**config.mk**
```make
export PLATFORM = sky130hd
export DESIGN_NAME = inst_decode_stage
export DESIGN_NICKNAME = d
export VERILOG_FILES = /design/src/rtl/inst_decode_stage.sv
export SDC_FILE = /design/constraint.sdc
export NUM_CORES = 1
export LEC_CHECK = 0
export ABC_AREA = 1
export BUFFER_PORTS_ARGS = -buffer_cell sky130_fd_sc_hd__buf_2
export CAP_MARGIN = 5
export CORE_ASPECT_RATIO = 1.25
export CORE_MARGIN = 5
export CORE_UTILIZATION = 54
export CTS_CLUSTER_SIZE = 8
export DETAILED_ROUTE_END_ITERATION = 10
export GPL_TIMING_DRIVEN = 1
export HOLD_SLACK_MARGIN = 0.08
export PLACE_DENSITY = 0.83
export SYNTH_ARGS = -nofsm -noshare
export SYNTH_HDL_FRONTEND = slang
export SYNTH_SLANG_ARGS = --single-unit
```
**constraint.sdc**
```tcl
create_clock -name clock -period 8.6 [get_ports clock]
set_clock_uncertainty 0.2 [all_clocks]
set_input_delay 1.29 -clock clock [delete_from_list [all_inputs] [get_ports clock]]
set_output_delay 1.29 -clock clock [all_outputs]
set_load 0.05 [all_outputs]
```
**src/rtl/inst_decode_stage.sv**
```systemverilog
// inst_decode_stage: pops RV64I instruction words from the fetch buffer, decodes
// register indices, immediate and functional-unit class, and presents them to
// rename/issue from a small circular queue behind a valid/ready handshake.
// Optional feature macro: DECODE_ILLEGAL_CHECK_EN (illegal-encoding detection).
module inst_decode_stage #(
    parameter int QDEPTH = 2,
    parameter int PC_W   = 64
) (
    input  logic            clock,
    input  logic            reset_n,
    input  logic            fifo_empty,
    output logic            fifo_read_en,
    input  logic            ibuffer_instr_valid,
    input  logic [31:0]     ibuffer_inst_out,
    input  logic [PC_W-1:0] ibuffer_pc_out,
    input  logic            flush,
    output logic            dec_valid,
    input  logic            dec_ready,
    output logic [PC_W-1:0] dec_pc,
    output logic [31:0]     dec_inst,
    output logic [4:0]      dec_rs1,
    output logic [4:0]      dec_rs2,
    output logic [4:0]      dec_rd,
    output logic            dec_rd_wen,
    output logic [63:0]     dec_imm,
    output logic [2:0]      dec_fu_type,
    output logic            dec_illegal
);

    localparam int PTR_W = $clog2(QDEPTH);
    localparam int CNT_W = $clog2(QDEPTH + 1);

    localparam logic [2:0] FU_ALU = 3'd0;
    localparam logic [2:0] FU_BRU = 3'd1;
    localparam logic [2:0] FU_LD  = 3'd2;
    localparam logic [2:0] FU_ST  = 3'd3;
    localparam logic [2:0] FU_MUL = 3'd4;
    localparam logic [2:0] FU_SYS = 3'd5;

    localparam logic [4:0] OPC_LOAD     = 5'b00000;
    localparam logic [4:0] OPC_OP_IMM   = 5'b00100;
    localparam logic [4:0] OPC_AUIPC    = 5'b00101;
    localparam logic [4:0] OPC_OP_IMM32 = 5'b00110;
    localparam logic [4:0] OPC_STORE    = 5'b01000;
    localparam logic [4:0] OPC_OP       = 5'b01100;
    localparam logic [4:0] OPC_LUI      = 5'b01101;
    localparam logic [4:0] OPC_OP32     = 5'b01110;
    localparam logic [4:0] OPC_BRANCH   = 5'b11000;
    localparam logic [4:0] OPC_JALR     = 5'b11001;
    localparam logic [4:0] OPC_JAL      = 5'b11011;
    localparam logic [4:0] OPC_SYSTEM   = 5'b11100;

    typedef struct packed {
        logic [4:0]  rs1;
        logic [4:0]  rs2;
        logic [4:0]  rd;
        logic        rd_wen;
        logic [63:0] imm;
        logic [2:0]  fu;
        logic        illegal;
    } dec_t;

`ifdef DECODE_ILLEGAL_CHECK_EN
    // Reserved funct3/funct7 combinations in the integer register/immediate groups.
    function automatic logic funct_reserved(input logic [4:0] opc, input logic [2:0] f3,
                                            input logic [6:0] f7);
        logic r;
        r = 1'b0;
        case (opc)
            OPC_OP: begin
                case (f7)
                    7'b0000000, 7'b0000001: r = 1'b0;
                    7'b0100000:             r = !(f3 == 3'b000 || f3 == 3'b101);
                    default:                r = 1'b1;
                endcase
            end
            OPC_OP32: begin
                case (f7)
                    7'b0000000: r = !(f3 == 3'b000 || f3 == 3'b001 || f3 == 3'b101);
                    7'b0100000: r = !(f3 == 3'b000 || f3 == 3'b101);
                    7'b0000001: r = (f3 == 3'b001 || f3 == 3'b010 || f3 == 3'b011);
                    default:    r = 1'b1;
                endcase
            end
            OPC_OP_IMM: begin
                // RV64 shifts carry a 6-bit shamt, so only f7[6:1] is an opcode field
                if (f3 == 3'b001)
                    r = (f7[6:1] != 6'b000000);
                else if (f3 == 3'b101)
                    r = !(f7[6:1] == 6'b000000 || f7[6:1] == 6'b010000);
            end
            OPC_OP_IMM32: begin
                case (f3)
                    3'b000:  r = 1'b0;
                    3'b001:  r = (f7 != 7'b0000000);
                    3'b101:  r = !(f7 == 7'b0000000 || f7 == 7'b0100000);
                    default: r = 1'b1;
                endcase
            end
            default: r = 1'b0;
        endcase
        return r;
    endfunction
`endif

    // Field extraction by major opcode; inst[1:0] is handled by the caller.
    function automatic dec_t decode(input logic [31:2] iw);
        dec_t        d;
        logic        known;
        logic [63:0] imm_i;
        logic [63:0] imm_s;
        logic [63:0] imm_b;
        logic [63:0] imm_u;
        logic [63:0] imm_j;
        imm_i = {{52{iw[31]}}, iw[31:20]};
        imm_s = {{52{iw[31]}}, iw[31:25], iw[11:7]};
        imm_b = {{52{iw[31]}}, iw[7], iw[30:25], iw[11:8], 1'b0};
        imm_u = {{32{iw[31]}}, iw[31:12], 12'b0};
        imm_j = {{44{iw[31]}}, iw[19:12], iw[20], iw[30:21], 1'b0};
        d     = '0;
        d.fu  = FU_ALU;
        known = 1'b1;
        case (iw[6:2])
            OPC_LUI, OPC_AUIPC: begin
                d.rd = iw[11:7]; d.imm = imm_u;
            end
            OPC_JAL: begin
                d.rd = iw[11:7]; d.imm = imm_j; d.fu = FU_BRU;
            end
            OPC_JALR: begin
                d.rs1 = iw[19:15]; d.rd = iw[11:7]; d.imm = imm_i; d.fu = FU_BRU;
            end
            OPC_LOAD: begin
                d.rs1 = iw[19:15]; d.rd = iw[11:7]; d.imm = imm_i; d.fu = FU_LD;
            end
            OPC_OP_IMM, OPC_OP_IMM32: begin
                d.rs1 = iw[19:15]; d.rd = iw[11:7]; d.imm = imm_i;
            end
            OPC_STORE: begin
                d.rs1 = iw[19:15]; d.rs2 = iw[24:20]; d.imm = imm_s; d.fu = FU_ST;
            end
            OPC_BRANCH: begin
                d.rs1 = iw[19:15]; d.rs2 = iw[24:20]; d.imm = imm_b; d.fu = FU_BRU;
            end
            OPC_OP, OPC_OP32: begin
                d.rs1 = iw[19:15]; d.rs2 = iw[24:20]; d.rd = iw[11:7];
                d.fu  = (iw[31:25] == 7'b0000001) ? FU_MUL : FU_ALU;
            end
            OPC_SYSTEM: begin
                d.rd = iw[11:7]; d.fu = FU_SYS;
                // CSR*I forms reuse the rs1 field as a zero-extended 5-bit immediate
                if (iw[14]) begin
                    d.imm = {59'b0, iw[19:15]};
                end else begin
                    d.rs1 = iw[19:15]; d.imm = imm_i;
                end
            end
            default: known = 1'b0;
        endcase
        d.rd_wen = (d.rd != 5'd0);
`ifdef DECODE_ILLEGAL_CHECK_EN
        d.illegal = !known || funct_reserved(iw[6:2], iw[14:12], iw[31:25]);
`else
        d.illegal = 1'b0;
        if (!known) d.rd_wen = 1'b0;
`endif
        return d;
    endfunction

    logic [CNT_W-1:0] count;
    logic [PTR_W-1:0] head;
    logic [PTR_W-1:0] tail;
    logic             inflight;
    logic             deq;
    logic             enq;
    logic [CNT_W:0]   occupancy;
    dec_t             enq_dec;
    dec_t             head_dec;

    logic [PC_W-1:0]  pc_mem   [QDEPTH];
    logic [31:0]      inst_mem [QDEPTH];
    dec_t             dec_mem  [QDEPTH];

    assign dec_valid = (count != '0);
    assign deq       = dec_valid && dec_ready;
    assign enq       = inflight && ibuffer_instr_valid;
    // Credit: queued entries plus the outstanding pop, minus what leaves this cycle
    assign occupancy = {1'b0, count} + (CNT_W+1)'(inflight) - (CNT_W+1)'(deq);
    assign fifo_read_en = reset_n && !fifo_empty && !flush &&
                          (occupancy < (CNT_W+1)'(QDEPTH));
    assign head_dec  = dec_mem[head];

    // Decode the returning word and apply illegal-encoding overrides.
    always_comb begin
        enq_dec = decode(ibuffer_inst_out[31:2]);
`ifdef DECODE_ILLEGAL_CHECK_EN
        if (ibuffer_inst_out[1:0] != 2'b11) enq_dec.illegal = 1'b1;
        if (enq_dec.illegal) begin
            enq_dec.fu     = FU_SYS;
            enq_dec.rd_wen = 1'b0;
        end
`endif
    end

    // Queue pointers, occupancy and outstanding-pop flag; flush wipes all of it.
    always_ff @(posedge clock or negedge reset_n) begin
        if (!reset_n) begin
            count    <= '0;
            head     <= '0;
            tail     <= '0;
            inflight <= 1'b0;
        end else if (flush) begin
            count    <= '0;
            head     <= '0;
            tail     <= '0;
            inflight <= 1'b0;
        end else begin
            inflight <= fifo_read_en;
            if (enq) tail <= tail + PTR_W'(1);
            if (deq) head <= head + PTR_W'(1);
            if (enq && !deq)
                count <= count + CNT_W'(1);
            else if (!enq && deq)
                count <= count - CNT_W'(1);
        end
    end

    // Entry storage; contents are only observed through the valid-gated outputs.
    always_ff @(posedge clock) begin
        if (enq && !flush) begin
            pc_mem[tail]   <= ibuffer_pc_out;
            inst_mem[tail] <= ibuffer_inst_out;
            dec_mem[tail]  <= enq_dec;
        end
    end

    // Present the head entry, zeroed whenever the queue is empty.
    always_comb begin
        dec_pc      = '0;
        dec_inst    = '0;
        dec_rs1     = '0;
        dec_rs2     = '0;
        dec_rd      = '0;
        dec_rd_wen  = 1'b0;
        dec_imm     = '0;
        dec_fu_type = '0;
        dec_illegal = 1'b0;
        if (dec_valid) begin
            dec_pc      = pc_mem[head];
            dec_inst    = inst_mem[head];
            dec_rs1     = head_dec.rs1;
            dec_rs2     = head_dec.rs2;
            dec_rd      = head_dec.rd;
            dec_rd_wen  = head_dec.rd_wen;
            dec_imm     = head_dec.imm;
            dec_fu_type = head_dec.fu;
            dec_illegal = head_dec.illegal;
        end
    end

endmodule

```
==> results of run 1 <==
-- critical path, stage by stage, from the launching register on --
cell and delay, ns:
dfrtp_4 0.42, buf_4 0.70, buf_4 0.71, nand2_1 0.10, a21oi_1 0.17, buf_4 0.26, buf_2 0.31
-- through the flow --
stage	util	hold WS, ns	instances
after floorplan	-	0.258	1039
after global placement	0.613	0.333	1527
after detailed placement	0.613	0.352	1527
after CTS	0.666	0.357	1582
after global routing	0.666	0.386	1582
final	0.666	0.368	1583
-- final cells by class --
type / count / area [um2] / share of cell area
flip-flops and latches: 299 / 8960 / 0.604
multi-input cells: 613 / 2710 / 0.183
repair buffers: 292 / 1490 / 0.100
clock buffers: 54 / 1170 / 0.0788
well taps: 283 / 354 / 0.0239
inverters: 40 / 153 / 0.0103
clock inverters: 1 / 5.00 / 0.000337
diodes: 1 / 2.50 / 0.000169
-- per-layer routing --
layer,vias to the layer above,GRT usage
li1,4046,-
met1,4057,0.282
met2,368,0.384
met3,64,0.0434
met4,0,0.0626
met5,-,0
-- power by group through the flow --
| stage | clock network, mW | registers [mW] | logic (mW) |
|---|---|---|---|
| 2_1_floorplan | 0 | 1.68 | 1.36 |
| 3_3_place_gp | 0 | 1.67 | 1.72 |
| 3_5_place_dp | 0 | 1.68 | 1.73 |
| 4_1_cts | 1.49 | 1.65 | 1.74 |
| 5_1_grt | 1.57 | 1.65 | 1.81 |
| 6_report | 1.46 | 1.65 | 1.73 |
-- how the worst min path moves through the flow --
stage	end	slack, ns	cells after the start
after floorplan	tail	0.26	1
after global placement	tail	0.33	1
after detailed placement	tail	0.35	1
after CTS	tail	0.36	1
after global routing	tail	0.39	1
final	tail	0.37	1
-- cells in the mapped netlist, types with 2 or more instances --
master,instances,area share
inv_1,37,0.011
o21ai_2,2,0.0014
nand3_2,2,0.0016
a22oi_1,2,0.0012
buf_4,33,0.020
buf_2,3,0.0012
a21boi_0,4,0.0024
nand4_1,4,0.0020
nor2_1,36,0.011
buf_1,9,0.0028
clkbuf_1,40,0.012
buf_6,2,0.0018
a21oi_1,169,0.069
nor4_1,2,0.0010
o21ai_0,9,0.0037
dfrtp_1,5,0.010
inv_2,2,0.00061
edfxtp_1,294,0.72
nor3_1,3,0.0012
nand2_1,359,0.11
nand3_1,6,0.0024
-- cell families after synthesis --
family                     synth area share
AOI/OAI and AO/OA                    0.0824
DFF                                   0.730
adders and majority gates           0.00265
and+or+nand+nor                       0.133
xor gates and xnor gates           0.000714
other                              0.000306
buffers and inverters                0.0505
-- state kept, by name (all words and copies together), names as in the netlist --
name      cells
count         2
tail          1
inst_mem     64
pc_mem      128
inflight      1
dec_mem     102
head          1
==> flow_summary.ini, run 1 <==
[outcome]
status = finished clean

[floorplan]
die_h_um = 178
num_rows = 61
core_area_um2 = 22300
num_io_pins = 284
start_util = 0.550
fp.dieW_um = 145
dieArea_um2 = 25800

[setup_path]
r2r-end = dec_mem[1][16]
setup.worst_path.end_class = output pin
critPathLaunch = head
endpoint = dec_imm[45]
worstSetupPathType = reg2out
crit_arrival_ns = 3.22
reg2reg_slack_ns = 5.38
crit_fanout = 86
timing.rr.start = tail
startpoint_type = register
required_ns = 7.11
reg2reg_depth = 4

[logic_synthesis]
synthArstFlopShare = 0.0167
syn_avg_cell_area_um2 = 11.8
synth_edf_count = 294
synth_seq_cells = 299
syn_area_um2 = 12300
yosys_warnings = 0
synth.distinct_cells = 37
postSynthCellCount = 1039
synth_fp_nets = 1143
synthFlopType = edfxtp_1
seq_area_frac_synth = 0.730

[cells_and_area]
fillers = 1635
areaGrowthSynthToFinish_pct = 21.0
most-common-layout-cells = 359 x nand2_1, 294 x edfxtp_1, 282 x buf_2, 169 x a21oi_1, 45 x clkbuf_16
layout_commonest_cell = nand2_1
drive_above_1_share = 0.274
design_area_um2 = 14800
nNetsFinal = 1393

[drt]
routedWlPerCell_um = 18.7
drt_iter0_markers = 681
topRoutingLayerUsed = met4
dr_wl_met3_mm = 2.43
vias_per_cell = 5.39
wl_met1_mm = 11.1
drc = 0
wl_met2_mm = 15.4
drt_wl_total_mm = 29.6
first_pass_iters = 5
vias = 8535
final_antenna_net_count = 0

[global_route]
grt_usage = 0.221
grt-ovfl-total = 0
grt_pass1_vias = 8272
antenna_found_initial = 0
grt_pass1_wl_mm = 44.1
grt_max_degree = 87

[flow_run]
maxCapViolations = 0

[sta]
slew_headroom = 0.329
setup_tns_ns = 0
setup_viol = 0
rsz0062_at_grt = false
worst_slew_pin_slew_ns = 1.01
fmax_ghz = 0.212
layout_setup_ws_ns = 3.89
hold_viol_final = 0
fin_crit_ns = 4.71
drv_slew = 0
period_share = 0.548

[place]
place_congestion = 0.870
dpl_cell_area_um2 = 13700
hpwl_mm = 19.1
port_buffers = 282
pre_cts_slack_ns = 3.92

[clock_tree]
root_buffer = clkbuf_16
post_cts_buffers = 0
cts_max_level = 2
clock_latency_ns = 0.49
clock_path_buffers = 3
cts.sinks = 299
cts_hold_buf = 0
tritoncts = done
cts.repair.resized = 0
clkTransAtPathRegs_ns = 0.05
cts_buffers = 43

[pwr]
p_per_area_nw_per_um2 = 326
p_int_mw = 2.87
power_mw = 4.84
seq_power_share = 0.341
power_frac_clock = 0.302
p_sw_mw = 1.97
switching_share = 0.407
power_frac_comb = 0.357
vdd_drop_max_mv = 0.424
p_leak_nw = 6.21

[min_path]
min_path_type = reg2reg
hp-start = tail
(Power assumes the default switching activity.)
==> run 2: changes to the inputs <==
==> constraint.sdc (replaced) <==
create_clock -name clock -period 4.35 [get_ports clock]
set_clock_uncertainty 0.2 [all_clocks]
set_input_delay 0.6525 -clock clock [delete_from_list [all_inputs] [get_ports clock]]
set_output_delay 0.6525 -clock clock [all_outputs]
set_load 0.05 [all_outputs]
==> run 2 against run 1 <==
Compared with the run above:
- sequential cell count stayed put
- critical path depth increased by 2
- highest routed layer is now met5
- sequential power is 98% higher
- non-clock buffer count grew 2
- worst setup slack worse by 3.3 ns
==> flow_summary.ini, run 2 (synthesis gave the netlist of run 1 again) <==
[sta]
fmax_ghz = 0.268
rsz0062_at_grt = false
drv_slew = 0
period_share = 0.859
layout_setup_ws_ns = 0.614
slew_headroom = 0.385
fin_crit_ns = 3.74
setup_viol = 0
hold_viol_final = 0
setup_tns_ns = 0
worst_slew_pin_slew_ns = 0.922

[setup_path]
crit_slowest_cell = dfrtp_1
worstSetupPathType = reg2out
reg2reg_depth = 7
crit_arrival_ns = 2.88
reg2reg_slack_ns = 1.95
timing.rr.start = count[1]
required_ns = 3.50
crit_fanout = 5
setup.worst_path.end_class = output pin
startpoint_type = register
cp_slowest_stage_delay_ns = 0.48
cp_cell_sequence = nor2_4, nor2_1, ha_1, or2_2, fa_1, nand2_1, nor4_1, buf_2
r2r-end = inflight

[place]
hpwl_mm = 18.6
port_buffers = 282
place_congestion = 0.832
pre_cts_slack_ns = 0.881

[drt]
routedWlPerCell_um = 18.8
drt_wl_total_mm = 29.8
vias = 8582
final_antenna_net_count = 0
vias_per_cell = 5.41
first_pass_iters = 6
drc = 0
drt_iter0_markers = 608

[clock_tree]
cts_buffers = 43
cts_max_level = 2
cts.sinks = 299
tritoncts = done
clkTransAtPathRegs_ns = 0.05
cts.repair.resized = 0
clock_path_buffers = 3
clock_latency_ns = 0.51
root_buffer = clkbuf_16

[cells_and_area]
layout_commonest_cell = nand2_1
most-common-layout-cells = 359 x nand2_1, 294 x edfxtp_1, 282 x buf_2, 169 x a21oi_1, 43 x clkbuf_16
regArea_um2 = 8960
regMostFlops = pc_mem
nNetsFinal = 1395
drive_above_1_share = 0.274
multiInputGateArea_um2 = 2710
num_antenna_cells = 0
areaGrowthSynthToFinish_pct = 21.6
reg_top3 = pc_mem: 128 flops, dec_mem: 102 flops, inst_mem: 64 flops
largest_reg_flops = 128
fillers = 1622

[global_route]
grt_max_degree = 148
grt-ovfl-total = 0
grt_pass1_vias = 8466
antenna_found_initial = 3
grt_usage = 0.222
grt_pass1_wl_mm = 44.4

[floorplan]
core_area_um2 = 22300
start_util = 0.550
num_rows = 61
num_io_pins = 284
fp.dieW_um = 145
die_h_um = 178
dieArea_um2 = 25800

[min_path]
hp-start = fifo_empty
hold_depth = 2
holdPathEnd = inflight
min_path_type = in2reg

[pwr]
p_leak_nw = 6.24
power_mw = 9.61
p_per_area_nw_per_um2 = 644
vdd_drop_max_mv = 1.21

[flow_run]
maxCapViolations = 0

[outcome]
status = finished clean
## run 2: changes by cell type in the layout (fill, tap and decap cells not counted)
cell           change
buf_12             +5
buf_4              -4
inv_6              +3
clkbuf_16          -2
bufinv_16          +1
clkbuf_1           +1
clkbuf_8           -1
clkinv_2           -1
diode_2            -1
dlygate4sd3_1      +1
## run 2: report_power, final
part	leakage [nW]	switching, mW	internal, mW
Combinational	2.93	2.82	0.612
Clock	0.568	1.09	1.82
Sequential	2.73	0.0241	3.24
## run 2: layout make-up
class | count | share of cell area
Timing Repair Buffer | 294 | 0.105
Multi-Input combinational cell | 613 | 0.182
Clock buffer | 52 | 0.0744
Clock inverter | 4 | 0.00378
Sequential cell | 299 | 0.601
Tap cell | 283 | 0.0238
Inverter | 40 | 0.0102
## run 2: repair_timing
item                                   4_1_cts  5_1_grt
endpoints found under the hold margin        5        0
hold buffers                                 1        0
buffers inserted                             0        0
## run 2: stage by stage
stage,area [um2],hold WS [ns],instances,util
after global routing,14900,0.102,1585,0.669
after detailed placement,13700,0.281,1528,0.616
after global placement,13700,0.278,1528,0.616
after CTS,14900,0.0978,1585,0.669
final,14900,0.113,1585,0.669
after floorplan,12300,0.157,1039,-
## run 2: worst max path at each step
stage              start      endpoint  slack, ns
2_1_floorplan       head   dec_imm[32]       0.07
3_3_place_gp   dec_ready  fifo_read_en       0.97
3_5_place_dp   dec_ready  fifo_read_en       0.88
4_1_cts         count[1]  fifo_read_en       0.58
5_1_grt         count[1]  fifo_read_en       0.50
6_report        count[1]  fifo_read_en       0.61
## run 2: worst max-delay path, delay by kind of cell (launching register included)
kind | cells | cell delay, ns
flops | 1 | 0.48
simple gates | 5 | 0.82
buf+inv | 1 | 0.30
fa+ha+maj | 2 | 0.76
## run 2: per-layer routing
layer | share of wire | vias up | track usage
met4 | 0.026 | 6 | 0.0657
li1 | - | 4043 | -
met5 | 0.00094 | - | 0
met3 | 0.088 | 64 | 0.0501
met2 | 0.52 | 372 | 0.385
met1 | 0.37 | 4097 | 0.278
